<file path="src/rtl/stage_fetch.sv">
// Instruction-fetch stage of the RV32I pipeline.
// Owns the PC, runs the request/response handshake with the instruction
// cache, buffers a response the decode stage cannot take yet, and squashes
// a request that is still in flight when execute redirects the PC.
module stage_fetch #(
    parameter logic [31:0] RESET_PC  = 32'h0000_0060,
    parameter logic [31:0] NOP_INSTR = 32'h0000_0013
) (
    input  logic        clk,
    input  logic        rst,
    input  logic        load_decode,
    input  logic        redirect_valid,
    input  logic [31:0] redirect_pc,
    output logic        inst_read,
    output logic [31:0] inst_addr,
    input  logic [31:0] inst_rdata,
    input  logic        inst_resp,
    output logic        fetch_resp,
    output logic        if_id_valid,
    output logic [31:0] if_id_pc,
    output logic [31:0] if_id_instr
);

    // REQ : a cache read is outstanding at req_addr
    // HOLD: a response arrived but decode was stalled; it sits in hold_instr
    // KILL: a redirect arrived mid-read; the read must finish and be discarded
    typedef enum logic [1:0] {
        REQ  = 2'd0,
        HOLD = 2'd1,
        KILL = 2'd2
    } state_t;

    state_t      state;
    state_t      state_next;
    logic [31:0] pc;
    logic [31:0] pc_next;
    logic [31:0] req_addr;
    logic [31:0] hold_instr;
    logic [31:0] hold_next;
    logic        issue;      // a fresh cache request starts next cycle at pc_next
    logic        if_load;    // IF/ID captures a real instruction
    logic        if_flush;   // IF/ID becomes a bubble
    logic [31:0] if_data;

    // Redirect targets are always word aligned; the low two bits are dropped.
    logic [31:0] redirect_target;
    logic [31:0] seq_pc;

    assign redirect_target = redirect_pc & ~32'h0000_0003;
    assign seq_pc          = req_addr + 32'd4;

    // The cache sees a request in every state except while parked in HOLD.
    assign inst_read = (state != HOLD);
    assign inst_addr = req_addr;

    // Next-state, next-PC and IF/ID update decisions.
    always_comb begin
        // NOTE: every signal written here is given a default first, so no
        // path through the case statement can leave one unassigned and
        // infer a latch.
        state_next = state;
        pc_next    = pc;
        hold_next  = hold_instr;
        issue      = 1'b0;
        if_load    = 1'b0;
        if_flush   = 1'b0;
        if_data    = inst_rdata;
        fetch_resp = 1'b0;

        case (state)
            REQ: begin
                if (redirect_valid) begin
                    // Flush wins over a stall; a response landing in the same
                    // cycle frees the cache so the new target issues at once.
                    pc_next  = redirect_target;
                    if_flush = 1'b1;
                    if (inst_resp) begin
                        issue = 1'b1;
                    end else begin
                        state_next = KILL;
                    end
                end else if (inst_resp) begin
                    fetch_resp = 1'b1;
                    if (load_decode) begin
                        if_load = 1'b1;
                        if_data = inst_rdata;
                        pc_next = seq_pc;
                        issue   = 1'b1;
                    end else begin
                        hold_next  = inst_rdata;
                        state_next = HOLD;
                    end
                end else if (load_decode) begin
                    // Decode advances but nothing new arrived: insert a bubble.
                    if_flush = 1'b1;
                end
            end

            HOLD: begin
                if (redirect_valid) begin
                    pc_next    = redirect_target;
                    hold_next  = '0;
                    if_flush   = 1'b1;
                    issue      = 1'b1;
                    state_next = REQ;
                end else if (load_decode) begin
                    fetch_resp = 1'b1;
                    if_load    = 1'b1;
                    if_data    = hold_instr;
                    pc_next    = seq_pc;
                    issue      = 1'b1;
                    state_next = REQ;
                end
            end

            KILL: begin
                // The newest redirect always wins; the stale data is dropped.
                if (redirect_valid) begin
                    pc_next = redirect_target;
                end
                if (inst_resp) begin
                    issue      = 1'b1;
                    state_next = REQ;
                end
            end

            default: begin
                state_next = REQ;
            end
        endcase
    end

    // State, PC, request address, hold buffer and IF/ID register updates.
    always_ff @(posedge clk) begin
        // NOTE: sequential state uses non-blocking assignments so every
        // register samples the values from before this edge.
        if (rst) begin
            state       <= REQ;
            pc          <= RESET_PC;
            req_addr    <= RESET_PC;
            hold_instr  <= '0;
            if_id_valid <= 1'b0;
            if_id_pc    <= '0;
            if_id_instr <= NOP_INSTR;
        end else begin
            state      <= state_next;
            pc         <= pc_next;
            hold_instr <= hold_next;
            // req_addr must stay stable while a read is outstanding, so it
            // only moves when a new request is about to issue.
            if (issue) begin
                req_addr <= pc_next;
            end
            if (if_load) begin
                if_id_valid <= 1'b1;
                if_id_pc    <= req_addr;
                if_id_instr <= if_data;
            end else if (if_flush) begin
                if_id_valid <= 1'b0;
                if_id_instr <= NOP_INSTR;
            end
        end
    end

endmodule

</file>
<file path="config.mk">
export PLATFORM = sky130hd
export DESIGN_NAME = stage_fetch
export DESIGN_NICKNAME = d
export VERILOG_FILES = /design/src/rtl/stage_fetch.sv
export SDC_FILE = /design/constraint.sdc
export NUM_CORES = 1
export LEC_CHECK = 0
export CAP_MARGIN = 10
export CORE_ASPECT_RATIO = 0.8
export CORE_MARGIN = 3
export CORE_UTILIZATION = 25
export CTS_CLUSTER_SIZE = 30
export DETAILED_ROUTE_END_ITERATION = 10
export SLEW_MARGIN = 40
export SYNTH_ARGS = -nofsm -noshare
export SYNTH_HDL_FRONTEND = slang
export SYNTH_SLANG_ARGS = --single-unit
</file>
<file path="constraint.sdc">
create_clock -name clk -period 5.1 [get_ports clk]
set_input_delay 0.51 -clock clk [delete_from_list [all_inputs] [get_ports clk]]
set_output_delay 0.51 -clock clk [all_outputs]
set_load 0.05 [all_outputs]
</file>
# Word level (Yosys, flattened, before mapping)
# Cells that the tools add are included.
# totals
ff_bits	163
out_inout_bits	99
elab_cells	64
# classes
add_sub_neg	1
n_eq_ne	11
n_mux	40
reduce_logical	5
# ops
cell	count
2-to-1 mux 32 bit	13
case mux 32 bit (3 select lines)	1
case mux 32 bit (2 select lines)	1
adder 32 x 3 -> 32 bit, second input constant	1
2-to-1 mux 2 bit	7
2-to-1 mux 1 bit	13
inequality test 3 bit, second input constant	4
inequality test 2 bit, second input constant	4
case mux 1 bit (2 select lines)	3
case mux 2 bit (3 select lines)	1
AND reduction 5 bit	1
AND reduction 4 bit	1
nonzero test 2 bit	2
case mux 1 bit (3 select lines)	1
== test 2 x 1 -> 1 bit, second input constant	1
== test 2 bit, second input constant	1
logical NOT 2 bit	1
inequality test 2 x 1 -> 1 bit, second input constant	1

# Depth between registers and ports, before layout
# depth
word_depth	6
ltp_mapped	10
depth_no_buf	7

# Least setup slack after synthesis
# Ideal clock, no wire load.
# synth_timing
path_kind	input to output
from	input redirect_valid
to	output fetch_resp
arrival_time_ns	2.072
required_ns	4.590
path_slack_ns	2.518
path_stages	4
path_buffers	3
path_cell_list	buf_2 > buf_2 > buf_2 > nor3_1
# synth_between
elab_chain_cells	2
# synth_lines
item	line	source
start: declaration	12	input logic redirect_valid,
2-to-1 mux 1 bit (on tied branches)	100, 72	
case mux 1 bit (2 select lines) *	70	case (state)
end: declaration	18	output logic fetch_resp,
# Every way passes the cells marked *; elsewhere a longest branch is shown, timed or not.

# Worst setup path after layout
# layout_timing
from	register state[1]
to	output inst_read
# layout_between
elab_chain_cells	1
# layout_lines
item	line	source
start: declaration	33	state_t state;
start signal: assignment	146	state <= state_next;
inequality test 2 x 1 -> 1 bit	53	assign inst_read = (state != HOLD);
end: declaration	14	output logic inst_read,
# No other way between the ends.

==> impl_metrics.env <==
export IMPL_ys_flop_type="dfxtp_1"
export IMPL_clock_path_buffers=2
export IMPL_grt_pass1_vias=7274
export IMPL_drive_gt1_share_pct=6.85
export IMPL_max_stage_delay_ns=0.83
export IMPL_cts_hold_buf=0
export IMPL_vias=8008
export IMPL_grt_overflow=0
export IMPL_min_period_over_period_pct=62.4
export IMPL_setup_violations=0
export IMPL_clk_insertion_delay_late_ns=0.44
export IMPL_hold_viol=0
export IMPL_fin_skew_ns=0.0125
export IMPL_clock_root_buffer="clkbuf_16"
export IMPL_rsz0062_at_grt="false"
export IMPL_pwr_share_comb_pct=16.8
export IMPL_cts_sinks=163
export IMPL_areaGrowthSynthToFinish_pct=32.6
export IMPL_r2r_cells=7
export IMPL_rows=57
export IMPL_die_h_microns=164
export IMPL_grt_max_degree=87
export IMPL_preCtsSetupSlack_ns=1.86
export IMPL_vias_per_cell=5.11
export IMPL_layout_common_cells="nand2_1, dfxtp_1, clkdlybuf4s50_1, a21oi_1, nor2_1"
export IMPL_critPathMaxFanout=17
export IMPL_slowest_stage="clkdlybuf4s50_1"
export IMPL_irDropWorstVdd_uv=231
export IMPL_seqPwrFrac_pct=42.9
export IMPL_boundaryPins=168
export IMPL_antenna_found_initial=2
export IMPL_min_period_ns=3.18
export IMPL_async_flop_share_pct=0
export IMPL_netlist_area_sq_um=7850
export IMPL_gp_congestion=0.865
export IMPL_synth_edff_count=0
export IMPL_seq_area_frac_synth_pct=41.6
export IMPL_min_path_cells=2
export IMPL_dp_hpwl_microns=19300
export IMPL_routed_wl_microns=28300
export IMPL_insertedDiodeCount=0
export IMPL_drc=0
export IMPL_cts_tree="yes"
export IMPL_drv_cap=0
export IMPL_yosysWarningCount=0
export IMPL_netSwitchingFraction_pct=30.2
export IMPL_nNetsFinal=1210
export IMPL_worst_setup_path_end_kind="primary output"
export IMPL_cp_required_ns=4.59
export IMPL_detail_route_iter0_violations=733
export IMPL_drtAntennaViolNets=0
export IMPL_grt_pass1_wl_microns=43300
export IMPL_worstPathCellList="and2b_1 > inv_4 > clkdlybuf4s50_1"
export IMPL_power_net_switching_uw=994
export IMPL_cts_made_buffers=17
export IMPL_initial_core_util_pct=25.6
export IMPL_route_detailed_wl_per_inst_microns=18.0
export IMPL_dieArea_sq_um=33600
export IMPL_max_slew_margin_rel_pct=46.7
export IMPL_synth_distinct_cells=71
export IMPL_cts_setup_buffers=0
export IMPL_syn_inst=1020
export IMPL_coreArea_sq_um=30700
export IMPL_min_path_type="flop to flop"
export IMPL_htree_num_levels=4
export IMPL_path_clk_slew_ns=0.07
export IMPL_placement_io_buffers=165
export IMPL_worstSetupPathType="flop to primary output"
export IMPL_ys_ff_latch=163
export IMPL_cts_resized=0
export IMPL_tns_ns=0
export IMPL_mostFrequentLayoutCell="nand2_1"
export IMPL_p_per_area_nw_per_um2=316
export IMPL_power_leakage_uw=0.00360
export IMPL_p_clk_share_pct=40.4
export IMPL_tightest_slew_ns=0.794
export IMPL_arrival_ns=2.67
export IMPL_slew_viol_final=0
export IMPL_globalRouteTotalUtil_pct=16.5
export IMPL_status="complete, no violations"
export IMPL_fp_dieW_microns=204
export IMPL_max_freq_mhz=314
export IMPL_syn_nets=1090
export IMPL_internal_power_uw=2290
export IMPL_syn_mean_instance_area_sq_um=7.69
export IMPL_dr_pass1_iters=5
export IMPL_startpoint_type="flop"
export IMPL_setup_slack_ns=1.92
## cell type report
cell class	instances	area [sq um]
Fill cell	3230	20300
Timing Repair Buffer	181	1780
Sequential cell	163	3260
Tap cell	413	517
Clock inverter	13	148
Multi-Input combinational cell	763	4190
Inverter	14	55.1
Clock buffer	19	453
## power by group through the flow
stage                     sequential, uW  combinational [uW]  clock (uW)
final                               1410                 551        1330
after global placement              1440                 544           0
after CTS                           1410                 552        1360
after global routing                1420                 596        1420
after floorplan                     1510                 258           0
after detailed placement            1440                 550           0
## through the flow
stage	power (uW)	instance area, sq um	util (%)	hold slack (ns)	instances
after detailed placement	1990	9800	32.0	0.448	1534
after global routing	3430	10400	33.9	0.470	1566
after global placement	1980	9800	32.0	0.443	1534
after CTS	3320	10400	33.9	0.458	1566
after floorplan	1770	7850	-	0.437	1020
final	3290	10400	33.9	0.454	1566
## synthesized netlist by cell type, types with 5 or more instances
cell type,number,share of area (%)
a211oi_1,19,1.8
a21oi_1,139,8.9
a221oi_1,6,0.67
a22o_1,6,0.67
a22oi_1,37,3.5
a2bb2oi_1,6,0.67
a31oi_1,7,0.56
and3_1,5,0.40
buf_1,5,0.24
buf_2,33,2.1
buf_4,5,0.48
clkbuf_1,36,1.7
dfxtp_1,163,42
inv_1,13,0.62
nand2_1,169,8.1
nand2b_1,13,1.0
nand3_1,22,1.4
nand4_1,9,0.72
nor2_1,138,6.6
nor3_1,17,1.1
o211ai_1,8,0.77
o21ai_0,33,2.1
o221ai_1,7,0.78
o22ai_1,11,0.88
or3_1,7,0.56
xnor2_1,19,2.1
## metal layers
layer,vias up,part of all wire [%],GRT usage [%]
met5,-,0.12,0
met4,4,1.6,4.31
met3,35,8.5,4.39
met2,345,43,24.7
met1,3780,46,23.6
li1,3844,-,-
## registers in the layout, indices dropped and copies added (netlist names)
signal	cells
if_id_pc	32
if_id_valid	1
hold_instr	32
state	2
inst_addr	32
if_id_instr	32
pc	32
## cell families (layout without fill, tap and decap cells)
logic type	count (synthesis)	after routing	share of synthesized area, %
and+or+nand+nor	424	424	24.7
xor gates and xnor gates	21	21	2.34
AOI/OAI and AO/OA	314	314	25.5
muxes	3	3	0.383
adders and majority gates	1	1	0.159
DFF	163	163	41.6
buffers and inverters	94	227	5.31
## path summary, 6_finish.rpt
check | from | endpoint | slack [ns]
min reg2reg | if_id_pc[26] | if_id_pc[26] | 0.45
min | if_id_pc[26] | if_id_pc[26] | 0.45
max reg2reg | state[1] | inst_addr[5] | 2.29
max | state[1] | inst_read | 1.92
## critical path, delay by kind of cell (launching register included)
family / cells / cell delay, ns
buffers and inverters: 2 / 1.03
flip-flops: 1 / 0.80
AND/OR/NAND/NOR: 1 / 0.40
(Power assumes the default switching activity.)
